<file path="config.mk">
export PLATFORM = sky130hd
export DESIGN_NAME = mult_seq
export DESIGN_NICKNAME = d
export VERILOG_FILES = /design/src/rtl/mult_seq.sv
export SDC_FILE = /design/constraint.sdc
export NUM_CORES = 1
export LEC_CHECK = 0
export ABC_AREA = 1
export BUFFER_PORTS_ARGS = -buffer_cell sky130_fd_sc_hd__buf_2
export CAP_MARGIN = 20
export CELL_PAD_IN_SITES_DETAIL_PLACEMENT = 1
export CELL_PAD_IN_SITES_GLOBAL_PLACEMENT = 1
export CORE_MARGIN = 2
export CORE_UTILIZATION = 44
export CTS_CLUSTER_SIZE = 14
export DETAILED_ROUTE_END_ITERATION = 8
export GPL_TIMING_DRIVEN = 0
export PLACE_DENSITY = 0.92
export SLEW_MARGIN = 20
export SYNTH_ARGS = -nofsm -noshare
export SYNTH_HDL_FRONTEND = slang
export SYNTH_SLANG_ARGS = --single-unit
</file>
<file path="constraint.sdc">
create_clock -name clock -period 7 [get_ports clock]
set_input_delay 1.05 -clock clock [delete_from_list [all_inputs] [get_ports clock]]
set_output_delay 1.05 -clock clock [all_outputs]
set_load 0.02 [all_outputs]
</file>
<file path="src/rtl/mult_seq.sv">
// rtl/mult_seq.sv - signed radix-2 Booth sequential multiplier, one add/subtract per cycle
module mult_seq (
  input  logic        clock,
  input  logic        reset,
  input  logic        start,
  input  logic [31:0] operand_a,
  input  logic [31:0] operand_b,
  output logic [31:0] result,
  output logic        overflow,
  output logic        busy,
  output logic        ready
);

  typedef enum logic [1:0] {IDLE, RUN, DONE} state_t;

  state_t      state_q, state_d;
  logic [31:0] m_q, m_d;
  logic [64:0] p_q, p_d;
  logic [5:0]  cnt_q, cnt_d;
  logic [31:0] result_q, result_d;
  logic        overflow_q, overflow_d;
  logic        busy_q, busy_d;
  logic        ready_q, ready_d;

  logic [32:0] m_ext;
  logic [32:0] addend;
  logic        carry_in;
  logic [32:0] acc_sum;

  always_comb begin
    // 33-bit sign-extended accumulate keeps M = 0x80000000 exact under negation
    m_ext    = {m_q[31], m_q};
    addend   = '0;
    carry_in = 1'b0;
    case (p_q[1:0])
      2'b01: addend = m_ext;
      2'b10: begin
        addend   = ~m_ext;
        carry_in = 1'b1;
      end
      default: addend = '0;
    endcase
    acc_sum = {p_q[64], p_q[64:33]} + addend + {32'b0, carry_in};

    state_d    = state_q;
    m_d        = m_q;
    p_d        = p_q;
    cnt_d      = cnt_q;
    result_d   = result_q;
    overflow_d = overflow_q;

    case (state_q)
      IDLE: begin
        if (start) begin
          state_d = RUN;
          m_d     = operand_a;
          p_d     = {32'b0, operand_b, 1'b0};
          cnt_d   = '0;
        end
      end
      RUN: begin
        if (cnt_q == 6'd32) begin
          state_d    = DONE;
          result_d   = p_q[32:1];
          overflow_d = ~((&p_q[64:32]) | ~(|p_q[64:32]));
        end else begin
          p_d   = {acc_sum, p_q[32:1]};
          cnt_d = cnt_q + 6'd1;
        end
      end
      DONE: begin
        if (start) begin
          state_d = RUN;
          m_d     = operand_a;
          p_d     = {32'b0, operand_b, 1'b0};
          cnt_d   = '0;
        end else begin
          state_d = IDLE;
        end
      end
      default: state_d = IDLE;
    endcase

    // The load cycle of RUN is not counted as busy; busy spans the 32 iterations
    busy_d  = (state_d == RUN) && (cnt_d != 6'd0);
    ready_d = (state_d == DONE);
  end

  always_ff @(posedge clock) begin
    if (reset) begin
      state_q    <= IDLE;
      m_q        <= '0;
      p_q        <= '0;
      cnt_q      <= '0;
      result_q   <= '0;
      overflow_q <= 1'b0;
      busy_q     <= 1'b0;
      ready_q    <= 1'b0;
    end else begin
      state_q    <= state_d;
      m_q        <= m_d;
      p_q        <= p_d;
      cnt_q      <= cnt_d;
      result_q   <= result_d;
      overflow_q <= overflow_d;
      busy_q     <= busy_d;
      ready_q    <= ready_d;
    end
  end

  assign result   = result_q;
  assign overflow = overflow_q;
  assign busy     = busy_q;
  assign ready    = ready_q;

endmodule

</file>
Word-level counts from Yosys, hierarchy flattened
Cells that the tools add are included.

Bits in registers: 140. Input bits: 67. Output and inout port bits: 35. Word-level logic and storage cells: 46.

Add/sub/neg operators: 3. Equal/unequal tests: 9. Mux-type cells: 12. Bitwise operators: 4. Reduce and logical (&&, ||, !) cells: 10.

Operator list (count): 65-bit 2-to-1 mux (2); 65-bit case mux with 2 select lines (1); 33-bit case mux with 2 select lines (1); 33-bit by 1-bit adder with 33-bit output (1); 33-bit adder (1); 33-bit inverter (1); 33-bit AND reduction (1); 33-bit OR reduction (1); 6-bit 2-to-1 mux (2); 6-bit case mux with 2 select lines (1); 6-bit by 1-bit adder with 6-bit output, second input constant (1); 2-bit by 1-bit equality test with 1-bit output, second input constant (3); 2-bit equality test, second input constant (3); 6-bit equality test, second input constant (1); 2-bit case mux with 3 select lines (1); 6-bit nonzero test (1); 2-bit 2-to-1 mux (2); 2-bit AND reduction (2); 3-bit AND reduction (1); 2-bit logical NOT (1); 1-bit 2-to-1 mux (2); 2-bit by 1-bit != test with 1-bit output, second input constant (1); 2-bit != test, second input constant (1); 1-bit inverter (2); other kinds (4) (4).

Logic depth before layout (Yosys ltp)
Gate-level depths: netlist (run 1).

Word-level depth: 6. Mapped depth: 19.

Worst setup path after synthesis (run 1)
Ideal clock, no wire load.

Kind: flip-flop to flip-flop. Start point: reg p_q[1]. End point: reg p_q[64]. Setup time: 0.132 ns. Data arrival time: 2.448 ns. Slack: 4.420 ns. Stages on the path, launching flop included: 18. Period minus slack after synthesis: 2.580 ns. Path through: dfxtp_1 -> nor2_1 -> clkbuf_1 -> a21oi_1 -> fa_1 -> fa_1 -> inv_1 -> nand2_1 -> nand2_1 -> nand3_1 -> nand2_1 -> nand2_1 -> nand2_2 -> nand2_1 -> nand2_1 -> nand2_1 -> nand3_1 -> a21oi_1.

Cells in the longest elaborated chain, start to end: 6. Elaborated cells on any way between the ends: 8. Those cells by class: add/sub (2); eq/ne (2); mux (4).

Ends and longest elaborated chain: from (decl) (RTL line 18) `logic [64:0] p_q, p_d;`; from (signal assigned) (RTL line 102) `p_q <= p_d;`; 2-bit equality test or 2-bit by 1-bit equality test with 1-bit output (tied branches) (RTL line 35) `case (p_q[1:0])`; 33-bit case mux with 2 select lines (RTL line 35); 33-bit adder (RTL line 43) `acc_sum = {p_q[64], p_q[64:33]} + addend + {32'b0, carry_in};`; 33-bit by 1-bit adder with 33-bit output (*) (RTL line 43); 65-bit 2-to-1 mux (*) (RTL line 62) `if (cnt_q == 6'd32) begin`; 65-bit case mux with 2 select lines (*) (RTL line 52) `case (state_q)`.

Mark *: on every way between the ends. The rest lies on a longest branch, timed or not. The select of a mux whose other input is x is not followed. A chain may end at the register's enable or synchronous reset.

Final worst setup path (run 1)
Start point: reg p_q[1]. End point: reg p_q[56].

The elaborated chain is that of the path after synthesis.

==> results of run 1 <==
## synthesized netlist by cell type
library cell | instances | area (um^2)
a211oi_1 | 4 | 30.03
a21o_1 | 1 | 7.510
a21oi_1 | 67 | 335.3
a31oi_1 | 32 | 200.2
and2_1 | 2 | 12.51
and3_1 | 1 | 6.260
buf_2 | 15 | 75.07
buf_4 | 4 | 30.03
buf_6 | 3 | 33.78
clkbuf_1 | 29 | 108.9
clkbuf_2 | 2 | 10.01
dfxtp_1 | 140 | 2803
fa_1 | 2 | 40.04
ha_1 | 33 | 412.9
inv_1 | 142 | 533.0
inv_2 | 2 | 7.510
inv_4 | 2 | 12.51
nand2_1 | 371 | 1393
nand2_2 | 5 | 31.28
nand2_4 | 2 | 22.52
nand3_1 | 48 | 240.2
nand3b_1 | 5 | 37.54
nand4_1 | 13 | 81.33
nand4_2 | 1 | 12.51
nor2_1 | 191 | 716.9
nor2_2 | 1 | 6.260
nor2_4 | 1 | 11.26
nor2_8 | 1 | 20.02
nor3_1 | 6 | 30.03
nor4_1 | 3 | 18.77
o21a_1 | 1 | 7.510
o21ai_0 | 142 | 710.7
o21ai_1 | 2 | 10.01
o21ai_2 | 1 | 8.760
o21bai_1 | 3 | 22.52
o22ai_1 | 1 | 6.260
or2_1 | 1 | 6.260
or2_2 | 4 | 25.02
xnor2_1 | 1 | 8.760
xor2_1 | 3 | 26.28
## routing by layer
metal  track usage, %  vias to the layer above  part of all wire (%)
met1            37.82                     4544                    42
met2            54.33                      310                    48
met5                0                        -                     0
li1                 -                     4374                     -
met4            16.74                        0                   4.5
met3            6.263                       88                   5.3
## power by group
group,switching [mW],total [mW],internal [mW]
Sequential,0.0448,0.891,0.847
Combinational,0.266,0.395,0.129
Clock,0.459,0.946,0.487
## cell families after synthesis
family	Yosys count	synth area share [%]
and+or+nand+nor	656	32.93
AOI/OAI and AO/OA	254	16.50
buffers and inverters	199	9.995
DFF	140	34.55
adders and majority gates	35	5.584
xor gates and xnor gates	4	0.4320
## state kept, by name (all words and copies together) (netlist names)
signal and count:
m_q 32, result 32, p_q 65, busy 1, cnt_q 6, state_q 2
ready 1, overflow 1
## worst max path at each step
stage | start | to | slack (ps) | depth (start not counted)
6_report | p_q[1] | p_q[56] | 3400 | 17
5_1_grt | p_q[0] | p_q[56] | 3130 | 18
4_1_cts | p_q[1] | p_q[56] | 3450 | 17
3_5_place_dp | p_q[1] | p_q[56] | 3520 | 17
3_3_place_gp | p_q[1] | p_q[56] | 3670 | 17
2_1_floorplan | p_q[1] | p_q[64] | 4420 | 17
## cells in the final DEF, fill, tap and decap left out, drive strengths merged
cell	n
nand2	378
nor2	194
inv	153
o21ai	145
dfxtp	140
buf	122
a21oi	67
nand3	48
clkbuf	48
ha	33
a31oi	32
nand4	14
clkinv	8
nor3	6
nand3b	5
or2	5
a211oi	4
xor2	3
nor4	3
o21bai	3
and2	2
fa	2
a21o	1
and3	1
xnor2	1
o22ai	1
o21a	1
## per-stage QoR
stage	instances	setup WS (ps)	hold slack [ps]	util (%)	instance area [um^2]
after CTS	1649	3453	482.1	52.79	9515
after global routing	1649	3129	518.4	52.79	9515
final	1649	3400	480.1	52.79	9515
after global placement	1617	3672	460.8	49.37	8899
after floorplan	1288	4420	444.6	-	8112
after detailed placement	1617	3516	470.8	49.37	8899
## tightest hold or removal path: stages, from the launching register on
cell and delay (ps):
dfxtp_1 300, inv_1 70, a21oi_1 60
## cell type report
type | instances | share of cell area (%)
clock buffers | 17 | 4.471
multi-input cells | 949 | 47.27
inverters | 146 | 5.812
well taps | 229 | 3.011
repair buffers | 100 | 5.260
flip-flops and latches | 140 | 29.45
clock inverters | 15 | 2.012
plain buffers | 53 | 2.709
==> results.json, run 1 <==
{
  "post_route_cells_drive_above_1_share_pct": 12.39,
  "r2r_end": "p_q[56]",
  "globalRouteTotalUtil_pct": 31.83,
  "timing.critical_path.slowest_stage_cell": "nor2_1",
  "layout_filler_cell_count": 2511,
  "synth.cell_area_um2": 8112,
  "routed_via_density": 5.649,
  "worst_hold_path.num_cells": 2,
  "area_of_the_multi_input_gates_um2": 4498,
  "area_growth_syn_to_layout_pct": 17.31,
  "antenna_cells_inserted": 0,
  "postSynthRegisterBits": 140,
  "chipWidth_um": 139.8,
  "clock_sinks": 140,
  "setup_viol": 0,
  "cp.required_ps": 7300,
  "grt_start_max_net_pins": 19,
  "port_buffers": 100,
  "crit_path_start_kind": "flip-flop",
  "fmax_ghz": 0.2778,
  "cp_max_fo": 10,
  "remaining_global_route_overflow": 0,
  "critical-path-top-cell-by-count": "nand2_1",
  "result_of_the_run": "finished clean",
  "final.period_utilization_pct": 51.42,
  "finalWorstPathRequiredPeriod_ps": 3600,
  "r2r.worst_path.cells": 17,
  "ys_warn_count": 0,
  "dieArea_um2": 19540,
  "cts_hold_repair.buffers": 0,
  "core_area_um2": 18020,
  "hold_path_startpoint": "m_q[1]",
  "insertion_delay_to_the_later_sink_of_the_worst_skew_pair_ps": 450,
  "grt_first_pass_wirelength_um": 49620,
  "route.detailed.wl_per_inst_um": 18.88,
  "cts_repair_resize_count": 0,
  "ir_drop_mv": 0.1788,
  "leakagePower_nw": 4.742,
  "ioPinCount": 102,
  "final_nets": 1509,
  "detailedRoute.firstIterationViolations": 689,
  "hold_end": "m_q[1]",
  "reported_max_cap_violation_count": 0,
  "rows": 49,
  "post_cts.repair.setup_buffers": 0,
  "unrepaired_setup_endpoints_after_global_routing": "no",
  "vias_in_the_first_global_route": 9745,
  "drc": 0,
  "detail-route-antenna-nets": 0,
  "grt_antenna_before_repair": 0,
  "timing.critical_path.max_delay_family": "simple AND/OR/NAND/NOR gates",
  "synth.yosys.seq_area_share_pct": 34.55,
  "hp-class": "flip-flop to flip-flop",
  "overall_die_height_um": 139.8,
  "syn_nets": 1390,
  "p_total_mw": 2.232,
  "dr.pass1.iters": 5,
  "syn-instance-count": 1288,
  "worst_r2r_startpoint": "p_q[1]",
  "setup_total_negative_slack_ps": 0,
  "finalClockSkew_ps": 9.857,
  "slew_violations": 0,
  "clock_transition_at_path_regs_ps": 70,
  "setup.worst_path.end_class": "flip-flop",
  "crit_type": "flip-flop to flip-flop",
  "routed_wl_um": 31130,
  "worst_pin_slew_ps": 793.7,
  "detailedPlacementHpwl_um": 22230,
  "count_of_final_hold_check_violations": 0,
  "cts_max_level": 4,
  "syn-mean-instance-area_um2": 6.298,
  "worst_ep_arrival_time_ps": 3900,
  "clockRootBuffer": "clkbuf_16",
  "tritoncts": "yes",
  "worstPathCellList": "nor2_1 > clkbuf_1 > a21oi_1 > fa_1 > fa_1 > inv_1 > nand2_1 > nand2_1 > nand3_1 > nand2_1 > nand2_1 > nand2_2 > nand2_1 > nand2_1 > nand2_1 > nand3_1 > a21oi_1",
  "cts_made_buffers": 17,
  "number_of_vias_after_detailed_routing": 9316,
  "globalplace.congestion": 0.9312,
  "cp_num_buf_inv": 2,
  "timing.critical_path.slowest_cell_delay_ps": 480,
  "r2r_setup_slack_ps": 3400,
  "slew_headroom_pct": 47.09,
  "area.sequential_um2": 2803,
  "post_synth_num_cell_types": 40,
  "floorplan.initialDensity_pct": 45.00,
  "power_density_nw_per_um2": 234.6,
  "max-clock-path-buffers": 2
}
No activity file was read; power rests on OpenSTA's default activity.
==> run 2, diff against run 1 <==
CORE_UTILIZATION = 41   (was 44)
PLACE_DENSITY = 0.86   (was 0.92)
clock period = 3.5 ns   (was 7 ns; I/O delays follow)
==> run 2 against run 1 <==
Compared with the run above:
- total power grew 98%
- register-to-register slack got worse by 3100 ps
- sequential share of layout area shrank 0.089 points
- final cell count up 2.2%
- clock skew rose by 1.2 ps
- die area increased by 7.1%
- sequential power increased by 100%
- global-route usage is 3.2 points lower
- flip-flop and latch count unchanged
- first-iteration DRC count is 25% lower
- wire length shrank 7.6%
- via count fell by 4.5%
- critical endpoint unchanged
- largest cell class unchanged
==> results.json, run 2 (synthesized netlist as in run 1, its figures left out) <==
{
  "dpl.cell_count": 1653,
  "final.period_utilization_pct": 91.95,
  "grt_first_pass_wirelength_um": 46250,
  "largest_register": "p_q",
  "dr.pass1.iters": 5,
  "result_of_the_run": "finished clean",
  "ioPinCount": 102,
  "max-clock-path-buffers": 2,
  "cts_made_buffers": 17,
  "final_nets": 1509,
  "overall_die_height_um": 144.7,
  "filler_free_cell_count_of_the_finished_design": 1685,
  "route.detailed.wl_per_inst_um": 17.07,
  "worst_pin_slew_ps": 710.3,
  "top_layer_used": "met4",
  "final_util_pct": 49.04,
  "finalClockSkew_ps": 11.08,
  "post_route_cells_drive_above_1_share_pct": 12.54,
  "globalRouteTotalUtil_pct": 28.67,
  "met3RoutedLength_um": 1241,
  "routed_wl_um": 28760,
  "power_density_nw_per_um2": 462.1,
  "area_growth_syn_to_layout_pct": 17.66,
  "core_area_um2": 19460,
  "routedLengthMet1_um": 12880,
  "detailedPlacementHpwl_um": 21680,
  "cts_hold_repair.buffers": 0,
  "dieArea_um2": 20930,
  "chipWidth_um": 144.7,
  "setup.worst_path.end_class": "flip-flop",
  "reported_max_cap_violation_count": 0,
  "met2RoutedLength_um": 13970,
  "r2r.worst_path.cells": 17,
  "remaining_global_route_overflow": 0,
  "slew_violations": 0,
  "cp.required_ps": 3790,
  "clockRootBuffer": "clkbuf_16",
  "flip_flop_count_of_the_largest_register_after_layout": 65,
  "grt_start_max_net_pins": 17,
  "cp_max_fo": 10,
  "slew_headroom_pct": 52.65,
  "routed_via_density": 5.278,
  "antenna_cells_inserted": 0,
  "finalWorstPathRequiredPeriod_ps": 3218,
  "setup_total_negative_slack_ps": 0,
  "layout_commonest_cell": "nand2_1",
  "insertion_delay_to_the_later_sink_of_the_worst_skew_pair_ps": 440,
  "count_of_final_hold_check_violations": 0,
  "crit_path_start_kind": "flip-flop",
  "fmax_ghz": 0.3107,
  "leakagePower_nw": 4.735,
  "vias_in_the_first_global_route": 9105,
  "number_of_vias_after_detailed_routing": 8894,
  "clock_sinks": 140,
  "tritoncts": "yes",
  "hold_slack_ps": 339.1,
  "rows": 51,
  "placement.setup.worst_slack_ps": 5.695,
  "cts_max_level": 4,
  "clock_transition_at_path_regs_ps": 70,
  "grt_antenna_before_repair": 0,
  "port_buffers": 100,
  "layout_filler_cell_count": 2665,
  "crit_type": "flip-flop to flip-flop",
  "layout.cells.most_common_list": "nand2_1, nor2_1, inv_1, o21ai_0, dfxtp_1",
  "post_cts.repair.setup_buffers": 0,
  "detailedRoute.firstIterationViolations": 519,
  "worst_ep_arrival_time_ps": 3510,
  "unrepaired_setup_endpoints_after_global_routing": "no",
  "hp-class": "input port to flip-flop",
  "final_critical_path_setup_slack_ps": 281.8,
  "worst_hold_path.num_cells": 3,
  "globalplace.congestion": 0.9137,
  "setup_viol": 0,
  "ir_drop_mv": 0.3253,
  "floorplan.initialDensity_pct": 41.68,
  "drc": 0,
  "detail-route-antenna-nets": 0
}
[run 2: cell count changes in the layout (fill, tap and decap cells not counted)]
| cell | change |
|---|---|
| inv_8 | +1 |
| clkbuf_1 | -1 |
| clkinv_4 | -2 |
| clkinv_8 | -4 |
| inv_6 | +2 |
| nor2_2 | +1 |
| inv_12 | -1 |
| clkinvlp_4 | +2 |
| nor2_1 | -1 |
| clkbuf_2 | +1 |
| clkinv_2 | +1 |
| bufinv_16 | +1 |
[run 2: layer usage]
layer,vias to the layer above,global-route usage (%)
li1,4366,-
met1,4290,36.32
met2,191,49.94
met3,47,4.574
met4,0,9.198
met5,-,0
[run 2: worst paths after layout]
path	startpoint	endpoint	slack (ps)
max	p_q[1]	p_q[56]	280
min	operand_a[3]	m_q[3]	340
max reg2reg	p_q[1]	p_q[56]	280
min reg2reg	m_q[1]	m_q[1]	480
[run 2: repair_timing]
action | 4_1_cts | 5_1_grt
pin swaps | 0 | 0
endpoints found under the setup margin | 1 | 2
hold endpoints to repair | 0 | 0
gates resized for setup | 1 | 1
[run 2: area by class of cell]
type	count	area, um^2	area share (%)
buffer	53	259.0	2.714
clock buffer	17	425.4	4.457
clock inverter	15	171.4	1.796
inverter	146	553.0	5.794
multi-input combinational	949	4501	47.16
sequential	140	2803	29.37
tap	265	331.6	3.474
timing repair buffer	100	500.5	5.244
[run 2: critical path, cell delays in order, from the launching register on]
cell and delay, ps:
dfxtp_1 360, nor2_2 270, clkbuf_2 310, a21oi_1 120, fa_1 420, fa_1 390, inv_1 130, nand2_1 90
nand2_1 120, nand3_1 90, nand2_1 140, nand2_1 100, nand2_2 120, nand2_1 130, nand2_1 80, nand2_1 50
nand3_1 70, a21oi_1 60
[run 2: power breakdown]
| part | leakage [nW] | switching (mW) | internal [mW] |
|---|---|---|---|
| registers | 1.15 | 0.0852 | 1.69 |
| clock network | 0.288 | 0.852 | 1.02 |
| logic | 3.30 | 0.504 | 0.257 |
| total | 4.74 | 1.44 | 2.97 |
[run 2: per-stage QoR]
step | cell area, um^2 | power [mW]
after global routing | 9544 | 4.600
after detailed placement | 8944 | 2.563
after floorplan | 8112 | 2.295
after global placement | 8944 | 2.530
final | 9544 | 4.410
after CTS | 9542 | 4.433
==> run 3, diff against run 2 <==
BUFFER_PORTS_ARGS = -buffer_cell sky130_fd_sc_hd__buf_4   (was -buffer_cell sky130_fd_sc_hd__buf_2)
SLEW_MARGIN = 15   (was 20)
==> run 3 against run 2 <==
Compared with the run above:
- count of clock-buffer cells in the layout stayed put
- wire length is 1.7% higher
- worst hold slack better by 4.2 ps
- largest power group unchanged
- design area is 2.9% higher
- non-clock buffer count stayed put
- critical endpoint unchanged
- sequential power hardly changed
- combinational power is 4.1% higher
- sequential share of layout area is 0.83 points lower
- clock power hardly changed
==> results.json, run 3 (synthesized netlist as in run 1, its figures left out) <==
{
  "result_of_the_run": "finished clean",
  "placement.cell_area_um2": 9194,
  "worst_r2r_startpoint": "p_q[1]",
  "routed_wl_um": 29260,
  "globalplace.congestion": 0.9121,
  "grt_antenna_before_repair": 0,
  "clock_sinks": 140,
  "largest_register": "p_q",
  "cp.required_ps": 3790,
  "vias_in_the_first_global_route": 9163,
  "chipWidth_um": 144.7,
  "hold_slack_ps": 343.3,
  "post_cts.repair.setup_buffers": 0,
  "slew_violations": 0,
  "cts_made_buffers": 17,
  "routed_via_density": 5.291,
  "cts_repair_resize_count": 0,
  "r2r_end": "p_q[56]",
  "final_critical_path_setup_slack_ps": 304.8,
  "hold_path_startpoint": "operand_a[21]",
  "number_of_vias_after_detailed_routing": 8916,
  "detailedPlacementHpwl_um": 21890,
  "cp_max_fo": 10,
  "setup.worst_path.end_class": "flip-flop",
  "tritoncts": "yes",
  "p_total_mw": 4.456,
  "insertion_delay_to_the_later_sink_of_the_worst_skew_pair_ps": 440,
  "finalClockSkew_ps": 15.09,
  "hp-class": "input port to flip-flop",
  "placement.setup.worst_slack_ps": 59.93,
  "overall_die_height_um": 144.7,
  "antenna_cells_inserted": 0,
  "rows": 51,
  "worst_hold_path.num_cells": 3,
  "worst_ep_arrival_time_ps": 3490,
  "unrepaired_setup_endpoints_after_global_routing": "no",
  "timing.critical_path.slowest_stage_cell": "fa_1",
  "hold_end": "m_q[21]",
  "clockRootBuffer": "clkbuf_16",
  "layout_commonest_cell": "nand2_1",
  "flip_flop_count_of_the_largest_register_after_layout": 65,
  "route.detailed.wl_per_inst_um": 17.37,
  "power_density_nw_per_um2": 453.7,
  "port_buffers": 100,
  "fmax_ghz": 0.3130,
  "drc": 0,
  "post_route_cells_drive_above_1_share_pct": 12.54,
  "floorplan.initialDensity_pct": 41.68,
  "detail-route-antenna-nets": 0,
  "setup_viol": 0,
  "max-clock-path-buffers": 2,
  "reported_max_cap_violation_count": 0,
  "finalWorstPathRequiredPeriod_ps": 3195,
  "slew_headroom_pct": 50.28,
  "grt_start_max_net_pins": 19,
  "area_growth_syn_to_layout_pct": 21.07,
  "critical-path-top-cell-by-count": "nand2_1",
  "worst_pin_slew_ps": 745.9,
  "leakagePower_nw": 4.795,
  "dr.pass1.iters": 5,
  "final_nets": 1509,
  "dieArea_um2": 20930,
  "globalRouteTotalUtil_pct": 28.70,
  "worstPathCellList": "nor2_2 > clkbuf_2 > a21oi_1 > fa_1 > fa_1 > inv_1 > nand2_1 > nand2_1 > nand3_1 > nand2_1 > nand2_1 > nand2_2 > nand2_1 > nand2_1 > nand2_1 > nand3_1 > a21oi_1",
  "grt_first_pass_wirelength_um": 46220,
  "core_area_um2": 19460,
  "ioPinCount": 102,
  "layout.cells.most_common_list": "nand2_1, nor2_1, inv_1, o21ai_0, dfxtp_1",
  "final_cell_area_um2": 9821,
  "r2r.worst_path.cells": 17,
  "timing.critical_path.slowest_cell_delay_ps": 420,
  "ir_drop_mv": 0.2870,
  "remaining_global_route_overflow": 0,
  "count_of_final_hold_check_violations": 0,
  "crit_path_start_kind": "flip-flop",
  "setup_total_negative_slack_ps": 0,
  "cts_hold_repair.buffers": 0,
  "crit_type": "flip-flop to flip-flop",
  "r2r_setup_slack_ps": 300,
  "final.period_utilization_pct": 91.29,
  "detailedRoute.firstIterationViolations": 474,
  "cts_max_level": 4,
  "clock_transition_at_path_regs_ps": 80
}
## run 3: per-layer routing
layer | track usage [%] | vias up | wire [um]
met3 | 4.673 | 62 | 1259
met5 | 0 | - | 0
li1 | - | 4373 | -
met2 | 48.72 | 210 | 13800
met1 | 35.98 | 4271 | 13160
met4 | 12.62 | 0 | 1052
## run 3: worst max-delay path by stage
stage	startpoint	to	slack, ps	cells after the start
final	p_q[1]	p_q[56]	300	17
after global routing	p_q[1]	p_q[56]	120	17
after CTS	p_q[1]	p_q[56]	40	17
after detailed placement	p_q[1]	p_q[56]	60	17
after global placement	p_q[1]	p_q[56]	130	17
after floorplan	p_q[1]	p_q[64]	920	17
## run 3: layout make-up
cell class                      count  area, um^2
Buffer                             53       259.0
Clock buffer                       17       425.4
Clock inverter                     15       197.7
Fill cell                        2672        9642
Inverter                          146       553.0
Multi-Input combinational cell    949        4501
Sequential cell                   140        2803
Tap cell                          265       331.6
Timing Repair Buffer              100       750.7
## run 3: worst max-delay path, delay by kind of cell (launching register included)
kind                     cells  cell delay (ps)
AND/OR/NAND/NOR             11             1270
buffers and inverters        2              420
AO/OA/AOI/OAI                2              190
adder cells (fa/ha/maj)      2              790
flip-flops                   1              360
## run 3: power by group
| group | internal [mW] | leakage, nW | switching, mW | total [mW] |
|---|---|---|---|---|
| combinational | 0.278 | 3.35 | 0.514 | 0.792 |
| clock | 0.976 | 0.297 | 0.908 | 1.88 |
| sequential | 1.69 | 1.15 | 0.0857 | 1.78 |
| total | 2.95 | 4.80 | 1.51 | 4.46 |
## run 3: stage by stage
stage	cells	utilization (%)
3_3_place_gp	1653	47.24
5_1_grt	1685	50.46
2_1_floorplan	1288	-
4_1_cts	1685	50.44
6_report	1685	50.46
3_5_place_dp	1653	47.24
